==> src/rtl/npu_axi_rd_arbiter.sv <==
// Round-robin arbiter sharing one AXI read master (AR/R) among N_REQ requesters, one burst in flight.
// Optional macro NPU_RD_ARB_PRIO0_EN gives requester 0 strict priority over the round-robin group.
module npu_axi_rd_arbiter #(
    parameter int N_REQ  = 3,
    parameter int ADDR_W = 64,
    parameter int DATA_W = 256,
    parameter int ID_W   = 3
) (
    input  logic                    clk,
    input  logic                    rst_n,
    input  logic [N_REQ-1:0]        s_arvalid,
    output logic [N_REQ-1:0]        s_arready,
    input  logic [N_REQ*ADDR_W-1:0] s_araddr,
    input  logic [N_REQ*8-1:0]      s_arlen,
    input  logic [N_REQ*3-1:0]      s_arsize,
    output logic [N_REQ-1:0]        s_rvalid,
    input  logic [N_REQ-1:0]        s_rready,
    output logic [DATA_W-1:0]       s_rdata,
    output logic                    s_rlast,
    output logic                    m_arvalid,
    input  logic                    m_arready,
    output logic [ADDR_W-1:0]       m_araddr,
    output logic [7:0]              m_arlen,
    output logic [2:0]              m_arsize,
    input  logic                    m_rvalid,
    output logic                    m_rready,
    input  logic [DATA_W-1:0]       m_rdata,
    input  logic                    m_rlast,
    output logic                    busy,
    output logic [ID_W-1:0]         grant_id,
    output logic                    err_len
);
    localparam logic [1:0] ST_IDLE = 2'd0;
    localparam logic [1:0] ST_ADDR = 2'd1;
    localparam logic [1:0] ST_DATA = 2'd2;

    logic [1:0]        r_state;
    logic [ID_W-1:0]   r_rr_ptr;
    logic [ID_W-1:0]   r_grant_id;
    logic [8:0]        r_beat_cnt;
    logic              r_err_len;
    logic              r_arvalid;
    logic [ADDR_W-1:0] r_araddr;
    logic [7:0]        r_arlen;
    logic [2:0]        r_arsize;

    logic [N_REQ-1:0]  w_cand;
    logic              w_prio0;
    logic              w_any;
    logic              w_hi_any;
    logic [ID_W-1:0]   w_lo_idx;
    logic [ID_W-1:0]   w_hi_idx;
    logic [ID_W-1:0]   w_winner;
    logic [ID_W-1:0]   w_next_ptr;
    logic [ADDR_W-1:0] w_sel_addr;
    logic [7:0]        w_sel_len;
    logic [2:0]        w_sel_size;
    logic              w_sel_rready;
    logic              w_beat;

    // Winner search: lowest candidate at or above rr_ptr, else lowest candidate overall (wrap).
    always_comb begin
`ifdef NPU_RD_ARB_PRIO0_EN
        w_prio0 = s_arvalid[0];
        w_cand  = s_arvalid & ~N_REQ'(1'b1);
`else
        w_prio0 = 1'b0;
        w_cand  = s_arvalid;
`endif
        w_any    = 1'b0;
        w_hi_any = 1'b0;
        w_lo_idx = {ID_W{1'b0}};
        w_hi_idx = {ID_W{1'b0}};
        for (int i = N_REQ - 1; i >= 0; i--) begin
            w_any    = w_any | w_cand[i];
            w_lo_idx = w_cand[i] ? ID_W'(i) : w_lo_idx;
            w_hi_any = w_hi_any | (w_cand[i] && (ID_W'(i) >= r_rr_ptr));
            w_hi_idx = (w_cand[i] && (ID_W'(i) >= r_rr_ptr)) ? ID_W'(i) : w_hi_idx;
        end
        w_winner   = w_prio0 ? {ID_W{1'b0}} : (w_hi_any ? w_hi_idx : w_lo_idx);
        w_any      = w_any | w_prio0;
        w_next_ptr = (w_winner == ID_W'(N_REQ - 1)) ? {ID_W{1'b0}} : (w_winner + ID_W'(1'b1));
    end

    // Request-field mux and per-requester handshake routing.
    always_comb begin
        w_sel_addr   = {ADDR_W{1'b0}};
        w_sel_len    = 8'd0;
        w_sel_size   = 3'd0;
        w_sel_rready = 1'b0;
        s_arready    = {N_REQ{1'b0}};
        s_rvalid     = {N_REQ{1'b0}};
        for (int i = 0; i < N_REQ; i++) begin
            w_sel_addr   = (w_winner == ID_W'(i)) ? s_araddr[i*ADDR_W +: ADDR_W] : w_sel_addr;
            w_sel_len    = (w_winner == ID_W'(i)) ? s_arlen[i*8 +: 8] : w_sel_len;
            w_sel_size   = (w_winner == ID_W'(i)) ? s_arsize[i*3 +: 3] : w_sel_size;
            w_sel_rready = w_sel_rready | (s_rready[i] && (r_grant_id == ID_W'(i)));
            s_arready[i] = (r_state == ST_IDLE) && w_any && (w_winner == ID_W'(i));
            s_rvalid[i]  = (r_state == ST_DATA) && m_rvalid && (r_grant_id == ID_W'(i));
        end
    end

    assign m_rready = (r_state == ST_DATA) && w_sel_rready;
    assign w_beat   = m_rvalid && m_rready;

    // Arbitration FSM, AR register stage and burst-length checker.
    always_ff @(posedge clk) begin
        if (!rst_n) begin
            r_state    <= ST_IDLE;
            r_rr_ptr   <= {ID_W{1'b0}};
            r_grant_id <= {ID_W{1'b0}};
            r_beat_cnt <= 9'd0;
            r_err_len  <= 1'b0;
            r_arvalid  <= 1'b0;
            r_araddr   <= {ADDR_W{1'b0}};
            r_arlen    <= 8'd0;
            r_arsize   <= 3'd0;
        end else begin
            case (r_state)
                ST_IDLE: begin
                    if (w_any) begin
                        r_araddr   <= w_sel_addr;
                        r_arlen    <= w_sel_len;
                        r_arsize   <= w_sel_size;
                        r_grant_id <= w_winner;
                        r_beat_cnt <= 9'd0;
                        r_arvalid  <= 1'b1;
                        r_state    <= ST_ADDR;
                        // A strict-priority grant to requester 0 leaves the rotation untouched.
                        if (!w_prio0) begin
                            r_rr_ptr <= w_next_ptr;
                        end
                    end
                end
                ST_ADDR: begin
                    if (r_arvalid && m_arready) begin
                        r_arvalid <= 1'b0;
                        r_state   <= ST_DATA;
                    end
                end
                ST_DATA: begin
                    if (w_beat) begin
                        r_beat_cnt <= (r_beat_cnt == 9'h1FF) ? r_beat_cnt : (r_beat_cnt + 9'd1);
                        if (m_rlast) begin
                            if (r_beat_cnt != {1'b0, r_arlen}) begin
                                r_err_len <= 1'b1;
                            end
                            r_state <= ST_IDLE;
                        end else if (r_beat_cnt == {1'b0, r_arlen}) begin
                            r_err_len <= 1'b1;
                        end
                    end
                end
                default: begin
                    r_state   <= ST_IDLE;
                    r_arvalid <= 1'b0;
                end
            endcase
        end
    end

    assign m_arvalid = r_arvalid;
    assign m_araddr  = r_araddr;
    assign m_arlen   = r_arlen;
    assign m_arsize  = r_arsize;
    assign s_rdata   = m_rdata;
    assign s_rlast   = m_rlast;
    assign busy      = (r_state != ST_IDLE);
    assign grant_id  = r_grant_id;
    assign err_len   = r_err_len;
endmodule

==> config.mk <==
export PLATFORM = sky130hd
export DESIGN_NAME = npu_axi_rd_arbiter
export DESIGN_NICKNAME = d
export VERILOG_FILES = /design/src/rtl/npu_axi_rd_arbiter.sv
export SDC_FILE = /design/constraint.sdc
export NUM_CORES = 1
export LEC_CHECK = 0
export CELL_PAD_IN_SITES_DETAIL_PLACEMENT = 0
export CELL_PAD_IN_SITES_GLOBAL_PLACEMENT = 1
export CORE_AREA = 2 2 324 326
export CTS_BUF_LIST = sky130_fd_sc_hd__clkbuf_8
export CTS_CLUSTER_DIAMETER = 50
export CTS_CLUSTER_SIZE = 16
export DETAILED_ROUTE_END_ITERATION = 7
export DIE_AREA = 0 0 326 328
export MAX_ROUTING_LAYER = met4
export PLACE_DENSITY_LB_ADDON = 0.1
export RECOVER_POWER = 25
export SLEW_MARGIN = 20
export SYNTH_ARGS = -nofsm -noshare
export SYNTH_HDL_FRONTEND = slang
export SYNTH_SLANG_ARGS = --single-unit
==> constraint.sdc <==
create_clock -name clk -period 2.7 [get_ports clk]
set_input_delay 0.54 -clock clk [delete_from_list [all_inputs] [get_ports clk]]
set_output_delay 0.54 -clock clk [all_outputs]
set_load 0.01 [all_outputs]
# ---- Yosys cells after proc, flatten, opt, wreduce, memory -nomap -nowiden
# Index checks and enable logic that the tools add are counted.
dict set report totals {
  elab_cells 96
  input_bits 492
  ff_bits 94
  output_inout_bits 345
}
dict set report op_classes {
  n_bitwise 7
  n_reduce_logical 28
  n_eq_ne 15
  muxes 32
  addsub 2
  n_lt_le_gt_ge 3
}
# op n
set op_table {}
lappend op_table {{64-bit two-way mux} 3}
lappend op_table {{9-bit two-way mux} 3}
lappend op_table {{8-bit two-way mux} 3}
lappend op_table {{2-bit two-way mux} 11}
lappend op_table {{9-bit case mux with 2 select lines} 1}
lappend op_table {{1-bit logical AND} 17}
lappend op_table {{3-bit two-way mux} 4}
lappend op_table {{4-bit AND reduction} 3}
lappend op_table {{2-bit inequality test (second input constant)} 5}
lappend op_table {{9-bit by 1-bit adder with 9-bit output (second input constant)} 1}
lappend op_table {{9-bit by 8-bit == test with 1-bit output} 1}
lappend op_table {{9-bit == test (second input constant)} 1}
lappend op_table {{9-bit by 8-bit inequality test with 1-bit output} 1}
lappend op_table {{1-bit by 3-bit greater-or-equal comparator with 1-bit output (first input constant)} 2}
lappend op_table {{3-bit zero test} 2}
lappend op_table {{1-bit bitwise OR} 6}
lappend op_table {{2-bit case mux with 3 select lines} 1}
lappend op_table {{2-bit nonzero test} 3}
lappend op_table {{1-bit two-way mux} 5}
lappend op_table {{2-bit by 1-bit == test with 1-bit output (second input constant)} 2}
lappend op_table {{2-bit == test (second input constant)} 2}
lappend op_table {{2-bit by 1-bit adder with 3-bit output (second input constant)} 1}
lappend op_table {{3-bit by 1-bit == test with 1-bit output (second input constant)} 1}
lappend op_table {{3-bit by 2-bit == test with 1-bit output (second input constant)} 1}
lappend op_table {{7 further kinds} 7}

# ---- Logic depth before layout (Yosys ltp)
# Gate-level depths: netlist of run 1.
dict set report depth {
  depth_word 10
  mapped_depth 9
  mapped_depth_nobuf 9
}

# ---- Worst setup path after synthesis of run 1
# No wires, ideal clock.
dict set report synth_timing {
  path_kind {register -> register}
  start {register r_beat_cnt[0]}
  end {register r_beat_cnt[5]}
  t_required_ps 2630
  path_stages_with_launch 10
  arrival_ps 2165
  slack_ps 465
  setup_ps 70
  synth_period_minus_slack_ps 2235
  n_path_buf 0
  path_cell_list {dfxtp_1 > ha_1 > nand3_1 > nor2_1 > ha_1 > or3b_4 > o221ai_4 > nand2_4 > or4_1 > a21oi_1}
}
dict set report synth_between {
  elab_chain_len 4
  word_cells_on_any_way 7
  classes_between {1 x add/sub; 2 x eq/ne; 3 x mux; 1 x reduce/logical}
}
# element line
set synth_lines {}
lappend synth_lines {{from (decl)} 40} ;# logic [8:0] r_beat_cnt;
lappend synth_lines {{from (signal assigned)} 143} ;# r_beat_cnt <= (r_beat_cnt == 9'h1FF) ? r_beat_cnt : (r_beat_cnt + 9'd1);
lappend synth_lines {{9-bit by 1-bit adder with 9-bit output} 143}
lappend synth_lines {{9-bit two-way mux} 143}
lappend synth_lines {{9-bit two-way mux} 142} ;# if (w_beat) begin
lappend synth_lines {{9-bit case mux with 2 select lines} 119} ;# case (r_state)
# Several ways; a longest one is shown, not always the timed one. The select of a mux whose other input is x is not followed.
# A chain may end at the register's enable or synchronous reset.

# ---- Final worst setup path of run 1
dict set report layout_timing {
  start {input s_arvalid[2]}
  end {output s_arready[0]}
}
dict set report layout_between {
  elab_chain_len 7
  word_cells_on_any_way 15
  classes_between {7 x mux; 4 x bitwise; 4 x reduce/logical}
}
# element line
set layout_lines {}
lappend layout_lines {{from (decl)} 11} ;# input logic [N_REQ-1:0] s_arvalid,
lappend layout_lines {{1-bit logical AND} {77, 78}}
lappend layout_lines {{2-bit two-way mux (3 in a row)} 78} ;# w_hi_idx = (w_cand[i] && (ID_W'(i) >= r_rr_ptr)) ? ID_W'(i) : w_hi_idx;
lappend layout_lines {{2-bit two-way mux} 80} ;# w_winner = w_prio0 ? {ID_W{1'b0}} : (w_hi_any ? w_hi_idx : w_lo_idx);
lappend layout_lines {{3-bit zero test} 98} ;# s_arready[i] = (r_state == ST_IDLE) && w_any && (w_winner == ID_W'(i));
lappend layout_lines {{1-bit logical AND *} 98}
lappend layout_lines {{to (decl)} 12} ;# output logic [N_REQ-1:0] s_arready,
# Every way passes the cells marked *; elsewhere a longest branch is shown, timed or not.

==> results.yml, run 1 <==
setup_path:
  crit_required_ns: 2.16
  worstPathArrival_ns: 2.03
  cp_top_family: "buffers and inverters"
  criticalPathCategory: "input pin to primary output"
  cp_num_buf_inv: 4
  slowest_delay_ns: 0.51
  crit_path_top_delay_cell: "clkdlybuf4s50_1"
  critPathLaunchType: "input pin"
  path_cells: "clkdlybuf4s50_1 > nor3b_2 > o21ai_2 > buf_4 > nand3_4 > nand3_1 > inv_1 > dlygate4sd2_1"
  r2r-start: "r_beat_cnt[0]$_SDFFE_PN0P_"
  crit_path_start: "s_arvalid[2]"
  crit_path_end_kind: "primary output"
  worst-path-max-fanout: 2
floorplanning:
  start_util_pct: 6.582
  die_height_um: 328
  dieArea_um2: 106900
  rows: 118
  io_pins: 837
  die_width_um: 326
  core_area_um2: 103200
clock_network:
  clock_latency_ns: 0.48
  cts_hold_buf: 0
  clk_pin_slew_worst_paths_ns: 0.11
  cts_tree: "built"
  cts_buffer_depth: 2
  clock-sinks: 93
  root_buffer: "clkbuf_8"
  cts_buffers: 9
  htree_levels: 3
synth:
  synth_top_family_by_area: "buffers and inverters"
  synth_top_cell_by_area: "buf_4"
  yosysWarnings: 0
  synthesis.nets: 1226
  ys_types: 50
  ys_seq_area_share_pct: 27.41
  ys_async_sr_fraction_pct: 0
  synth_edf_count: 0
  postSynthCellCount: 732
  synth-simple-area-share_pct: 7.018
  synth_xor_area_share_pct: 1.418
  synth.area.top_cells: "buf_4, dfxtp_1, mux2i_1"
  synth_ff_type: "dfxtp_1"
  synth-seq-cells: 93
  synth_area_um2: 6793
  synth_top_cell_area_share_pct: 28.96
  synth_area_per_cell_um2: 9.280
  synth.area.mux_share_pct: 11.36
  synth_compound_area_share_pct: 20.11
  synthAdderAreaFrac_pct: 0.3684
place:
  io_buffers: 323
  place_ws_ns: -0.2085
  dp_cells: 2198
  place_hpwl_um: 28860
  gp_congestion: 0.6739
global_route:
  antenna_found_initial: 3
  track_usage_pct: 6.707
  gr-total-overflow: 0
  grt_pass1_vias: 6273
  grt_max_degree: 37
  grt_pass1_wl_um: 48400
sta:
  finalClockSkew_ns: 0.02967
  relSlewSlack_pct: 61.79
  final.min_clock_period_ns: 2.567
  timing.final.crit_share_pct: 95.08
  setup_viol: 0
  max_freq_mhz: 389.5
  rsz0062_at_grt: "false"
  worst_slack_ns: 0.1328
  hold_viol: 0
  setup-tns-final_ns: 0
  worst_pin_slew_ns: 0.5680
  drv_slew: 0
pwr:
  fin_total_pwr_mw: 4.250
  leakage_nw: 3.580
  ir_drop_mv: 0.2368
  power_density_nw_per_um2: 406.6
layout:
  fin_cells: 2218
  drive_gt1_share_pct: 18.30
  nNetsFinal: 1325
  synthToLayoutAreaGrowth_pct: 53.88
  fin_util_pct: 10.13
  final_common_cell: "clkdlybuf4s50_1"
  final_cell_mix: "clkdlybuf4s50_1, dfxtp_1, mux2i_1"
route:
  drtIter0Drc: 148
  wirelength_um: 35500
  wl_per_cell_um: 16.00
  dr.pass1.iters: 4
  vias: 5454
  vias_per_cell: 2.459
  drtAntennaViolNets: 0
  drc_errors: 0
worst_hold_path:
  min_from: "m_araddr[26]$_SDFFE_PN0P_"
  hold_path_class: "flop to flop"
run_status:
  status: "finished, final reports clean"
flow_run:
  cap_violations: 0
-- cell usage after synthesis (2+ instances only) --
library cell    n
a22oi_1         7
and3_2          2
buf_2          11
clkbuf_4        4
nand3_1        10
a22oi_2        50
nand2_1        10
o21ai_2         2
buf_6           7
nor4_1          5
nand4_1         3
o21ai_1        55
o31ai_1         2
o21ai_0         3
xor2_1          4
o21bai_1        2
or4_1           2
xnor2_1         7
a221o_1        21
ha_1            2
a21oi_1         9
nand4b_1        2
nor3_1          2
buf_4         262
clkbuf_1       10
nor3b_1         4
nor2_1         38
mux2i_1        76
dfxtp_1        93
nor2b_1         2
inv_1           6
-- registers in the layout (all words and copies together) (netlist names) --
register	cells
grant_id	2
m_arlen	8
r_rr_ptr	3
r_state	2
m_arvalid	1
r_beat_cnt	9
err_len	1
m_araddr	64
m_arsize	3
-- stage by stage --
step,hold slack [ns],cell area (um^2)
final,0.4980,10450
after global routing,0.5209,10450
after CTS,0.5037,10450
after detailed placement,0.4740,10180
after global placement,0.4739,10180
after floorplan,0.4675,6793
-- repair_timing --
item | CTS | global route
setup buffers | 2 | 0
resized for setup | 18 | 0
endpoints found under the setup margin | 7 | 0
-- area by class of cell --
type	instances	area, um^2
Inverter	6	22.52
Clock buffer	9	123.9
Clock inverter	7	97.59
Multi-Input combinational cell	339	2804
Timing Repair Buffer	382	3806
Sequential cell	93	1867
Fill cell	11930	92750
Tap cell	1380	1727
Antenna cell	2	5.005
-- where the power goes --
part / switching, mW / leakage, nW / internal, mW / total, mW
combinational: 0.581 / 2.71 / 0.819 / 1.40
clock: 0.717 / 0.106 / 0.525 / 1.24
sequential: 0.102 / 0.766 / 1.51 / 1.61
total: 1.40 / 3.58 / 2.85 / 4.25
-- worst paths after layout --
| path | slack, ns | cells past startpoint | endpoint |
|---|---|---|---|
| max | 0.13 | 8 | s_arready[0] |
| min | 0.50 | 1 | m_araddr[26]$_SDFFE_PN0P_ |
| max reg2reg | 0.33 | 9 | r_beat_cnt[5]$_SDFFE_PN0P_ |
| min reg2reg | 0.50 | 1 | m_araddr[26]$_SDFFE_PN0P_ |
-- layer usage --
layer  vias to the layer above  share of wire [%]  routed length, um  GRT usage, %
li1                       2506                  -                  -             -
met1                      2525                 33              11690         5.795
met2                       304                 55              19420         12.37
met3                       119                8.4               2998         2.669
met4                         0                3.9               1391         3.596
met5                         -                  0                  0             -
-- kinds of logic (layout without fill, tap and decap cells) --
logic type | after synthesis | count (layout)
buffers and inverters | 300 | 404
AOI/OAI and AO/OA | 158 | 158
DFF | 93 | 93
and+or+nand+nor | 90 | 90
muxes | 77 | 77
xor gates and xnor gates | 11 | 11
adders and majority gates | 2 | 2
other | 1 | 3
Power figures use the tool's default switching activity.
==> run 2: changes to the inputs <==
==> constraint.sdc (replaced) <==
create_clock -name clk -period 2.7 [get_ports clk]
set_input_delay 0.54 -clock clk [delete_from_list [all_inputs] [get_ports clk]]
set_output_delay 0.54 -clock clk [all_outputs]
set_load 0.02 [all_outputs]
==> results.yml, run 2 (synthesis results as in run 1) <==
layout:
  fin_area_um2: 10300
  nNetsFinal: 1316
  fin_cells: 2209
  drive_gt1_share_pct: 16.93
  fin_util_pct: 9.980
  final_common_cell: "clkdlybuf4s50_1"
  synthToLayoutAreaGrowth_pct: 51.63
  largest_register_ffs: 64
  final_cell_mix: "clkdlybuf4s50_1, dfxtp_1, mux2i_1"
sta:
  hold_viol: 0
  worst_pin_slew_ns: 0.5165
  final.min_clock_period_ns: 2.492
  relSlewSlack_pct: 65.25
  rsz0062_at_grt: "false"
  setup_viol: 0
  drv_slew: 0
  finalClockSkew_ns: 0.02478
  max_freq_mhz: 401.3
  hold_ws_ns: 0.4973
  timing.final.crit_share_pct: 92.30
clock_network:
  htree_levels: 3
  clk_pin_slew_worst_paths_ns: 0.11
  cts_tree: "built"
  cts_buffers: 9
  cts_buffer_depth: 2
  clock-sinks: 93
  clock_latency_ns: 0.49
  root_buffer: "clkbuf_8"
  post_cts_buffers: 0
setup_path:
  cp_num_buf_inv: 3
  worstPathArrival_ns: 1.95
  criticalPathCategory: "input pin to primary output"
  path_cells: "clkdlybuf4s50_1 > buf_4 > nor3_4 > or2_1 > nor2_1 > clkdlybuf4s15_2"
  crit_path_end_kind: "primary output"
  r2r_cells: 9
  slowest_delay_ns: 0.53
  r2r-start: "r_beat_cnt[0]$_SDFFE_PN0P_"
  crit_path_top_delay_cell: "clkdlybuf4s50_1"
  r2r_end: "r_beat_cnt[5]$_SDFFE_PN0P_"
  worst-path-max-fanout: 4
  cp_top_family: "buffers and inverters"
  critPathLaunchType: "input pin"
  crit_required_ns: 2.16
  r2r_slack_ns: 0.28
global_route:
  grt_pass1_vias: 6240
  grt_max_degree: 37
  antenna_found_initial: 3
  grt_pass1_wl_um: 49630
  track_usage_pct: 6.962
  gr-total-overflow: 0
place:
  gp_congestion: 0.6610
  io_buffers: 323
  dp_cells: 2191
  place_hpwl_um: 29030
  place_area_um2: 10100
run_status:
  status: "finished, final reports clean"
floorplanning:
  dieArea_um2: 106900
  start_util_pct: 6.582
  die_width_um: 326
  core_area_um2: 103200
  die_height_um: 328
  io_pins: 837
  rows: 118
pwr:
  leakage_nw: 3.530
  ir_drop_mv: 0.2331
  power_density_nw_per_um2: 408.8
route:
  vias_per_cell: 2.440
  wirelength_um: 36430
  dr.pass1.iters: 4
  wl_per_cell_um: 16.49
  vias: 5391
  drtAntennaViolNets: 0
  drtIter0Drc: 114
  drc_errors: 0
worst_hold_path:
  whs_endpoint: "m_araddr[12]$_SDFFE_PN0P_"
  hold_path_class: "flop to flop"
  hold_path_depth: 1
  min_from: "m_araddr[12]$_SDFFE_PN0P_"
flow_run:
  cap_violations: 0
==> run 2: cell count changes in the layout (fill, tap and decap cells not counted), moves of 2 or more <==
cell / change
dfxtp_1: +4
dlymetal6s2s_1: +2
dfxtp_2: -4
clkbuf_2: +2
bufinv_16: -2
dlygate4sd2_1: -2
nor3b_2: -2
nor3b_1: +2
buf_12: -2
buf_4: -7
clkdlybuf4s50_1: -3
==> run 2: routing by layer <==
layer	wire (um)	global-route usage (%)	vias to the layer above
met1	12090	6.071	2487
met4	1980	4.859	0
met2	19310	12.42	285
met3	3047	2.560	120
met5	0	-	-
li1	-	-	2499
==> run 2: what timing repair did <==
action	in CTS	in global routing
gates resized for setup	13	7
pin swaps	1	0
endpoints found under the setup margin	7	3
hold buffers	0	0
==> run 2: power breakdown <==
| group | switching, mW | internal, mW | total, mW |
|---|---|---|---|
| sequential | 0.104 | 1.51 | 1.61 |
| clock | 0.753 | 0.366 | 1.12 |
| combinational | 0.683 | 0.799 | 1.48 |
| total | 1.54 | 2.67 | 4.21 |
==> run 2: how the worst max path moves through the flow <==
stage                                    start                          to  slack, ns  cells after the start
finish                            s_arvalid[2]                s_arready[2]       0.21                      6
global route          r_rr_ptr[1]$_SDFFE_PN0P_                s_arready[2]       0.04                      5
CTS                               s_arvalid[0]                s_arready[0]       0.01                      6
detailed placement                s_arvalid[1]                s_arready[0]      -0.31                      6
global placement                  s_arvalid[1]                s_arready[0]      -0.32                      6
floorplan           r_beat_cnt[0]$_SDFFE_PN0P_  r_beat_cnt[5]$_SDFFE_PN0P_       0.47                      9
==> run 2: area by class of cell <==
| class | instances | area (um^2) |
|---|---|---|
| Antenna cell | 2 | 5.005 |
| Clock buffer | 10 | 137.6 |
| Clock inverter | 6 | 43.79 |
| Fill cell | 11920 | 92900 |
| Inverter | 6 | 22.52 |
| Multi-Input combinational cell | 339 | 2790 |
| Sequential cell | 93 | 1862 |
| Tap cell | 1380 | 1727 |
| Timing Repair Buffer | 373 | 3712 |
==> run 2: stage by stage <==
stage,TNS (ns),setup WS (ns),power [mW]
floorplan,0,0.4654,2.779
global placement,-13.36,-0.3227,3.196
detailed placement,-12.53,-0.3143,3.183
CTS,0,0.01036,4.479
global route,0,0.04388,4.546
finish,0,0.2080,4.211
==> run 3: changes to the inputs <==
Settings changed: CORE_AREA 2 2 324 326 to 2 2 325 327, DIE_AREA 0 0 326 328 to 0 0 327 329.
Clock period 2.7 ns to 3.1 ns, I/O delays scaled along.
==> results.yml, run 3 (synthesis results as in run 1) <==
run_status:
  status: "finished, final reports clean"
route:
  wl_per_cell_um: 16.02
  vias: 5359
  dr.pass1.iters: 4
  drtAntennaViolNets: 0
  drc_errors: 0
  vias_per_cell: 2.433
  wirelength_um: 35300
  drtIter0Drc: 156
sta:
  hold_ws_ns: 0.4969
  setup-tns-final_ns: 0
  drv_slew: 0
  max_freq_mhz: 348.0
  worst_slack_ns: 0.2261
  rsz0062_at_grt: "false"
  worst_pin_slew_ns: 0.6251
  timing.final.crit_share_pct: 92.71
  final.min_clock_period_ns: 2.874
  setup_viol: 0
  relSlewSlack_pct: 57.94
  hold_viol: 0
  finalClockSkew_ns: 0.01655
layout:
  synthToLayoutAreaGrowth_pct: 50.21
  drive_gt1_share_pct: 14.55
  nNetsFinal: 1300
  final_cell_mix: "clkdlybuf4s50_1, dfxtp_1, mux2i_1"
  nFillCells: 11990
  largest_register_ffs: 64
  final_common_cell: "clkdlybuf4s50_1"
  fin_area_um2: 10200
global_route:
  antenna_found_initial: 2
  track_usage_pct: 6.631
  grt_max_degree: 57
  gr-total-overflow: 0
  grt_pass1_vias: 6025
  grt_pass1_wl_um: 47490
clock_network:
  cts_buffers: 9
  cts_hold_buf: 0
  clk_pin_slew_worst_paths_ns: 0.11
  clock_latency_ns: 0.49
  htree_levels: 3
  root_buffer: "clkbuf_8"
  cts_tree: "built"
  cts_buffer_depth: 2
  clock-sinks: 93
  post_cts_buffers: 0
place:
  gp_congestion: 0.6282
  place_area_um2: 9998
  place_ws_ns: -0.05191
  place_hpwl_um: 27500
  io_buffers: 323
setup_path:
  worst-path-max-fanout: 5
  crit_path_end_kind: "primary output"
  crit_required_ns: 2.48
  criticalPathCategory: "input pin to primary output"
  critPathLaunchType: "input pin"
  worstPathArrival_ns: 2.25
pwr:
  ir_drop_mv: 0.1884
  power_density_nw_per_um2: 364.1
  leakage_nw: 3.445
worst_hold_path:
  hold_path_class: "flop to flop"
floorplanning:
  die_height_um: 329
  rows: 119
  dieArea_um2: 107600
  start_util_pct: 6.508
  core_area_um2: 104400
  die_width_um: 327
  io_pins: 837
flow_run:
  cap_violations: 0
-- run 3: cell count changes in the layout (fill, tap and decap cells not counted), sizes merged --
cell	change
inv	-1
clkbuf	-2
dlymetal6s2s	-1
buf	-16
clkdlybuf4s15	-1
clkdlybuf4s50	+5
diode	-1
dlygate4sd2	-1
bufinv	+1
-- run 3: final cells by class --
type	instances	area [um^2]	area share, %
Antenna cell	1	2.502	0.02452
Clock inverter	6	63.81	0.6254
Sequential cell	93	1862	18.25
Timing Repair Buffer	357	3600	35.28
Clock buffer	10	137.6	1.349
Tap cell	1391	1740	17.06
Multi-Input combinational cell	339	2775	27.20
Inverter	6	22.52	0.2207
-- run 3: critical path, cell delays in order --
cell and delay (ns):
clkdlybuf4s50_1 0.60, nor2_2 0.10, o311ai_4 0.35, nand3_1 0.15
inv_1 0.08, dlygate4sd2_1 0.35
-- run 3: final timing paths --
kind	slack, ns	start	depth (start not counted)	end
max	0.23	s_arvalid[1]	6	s_arready[0]
min reg2reg	0.50	m_araddr[7]$_SDFFE_PN0P_	1	m_araddr[7]$_SDFFE_PN0P_
min	0.50	m_araddr[7]$_SDFFE_PN0P_	1	m_araddr[7]$_SDFFE_PN0P_
max reg2reg	0.56	r_beat_cnt[1]$_SDFFE_PN0P_	9	r_beat_cnt[7]$_SDFFE_PN0P_
-- run 3: timing repair --
action,CTS,global route
gates cloned,0,0
setup endpoints to repair,3,1
gates resized for setup,4,1
-- run 3: metrics by stage --
step                total power, mW  instances  utilization, %
finish                        3.715       2203           9.776
global route                  3.999       2203           9.776
CTS                           3.919       2202           9.771
detailed placement            2.755       2186           9.579
global placement              2.770       2186           9.579
floorplan                     2.420        732               -
-- run 3: metal layers --
| layer | part of all wire [%] | wire length (um) | global-route usage [%] | up-vias |
|---|---|---|---|---|
| li1 | - | - | - | 2466 |
| met4 | 4.7 | 1651 | 4.288 | 0 |
| met1 | 34 | 11840 | 5.910 | 2438 |
| met3 | 9.0 | 3181 | 2.740 | 143 |
| met5 | 0 | 0 | - | - |
| met2 | 53 | 18630 | 11.60 | 312 |
-- run 3: power by group --
part / leakage, nW / internal [mW] / switching (mW)
Clock: 0.104 / 0.394 / 0.649
Combinational: 2.58 / 0.681 / 0.590
Sequential: 0.764 / 1.31 / 0.0900
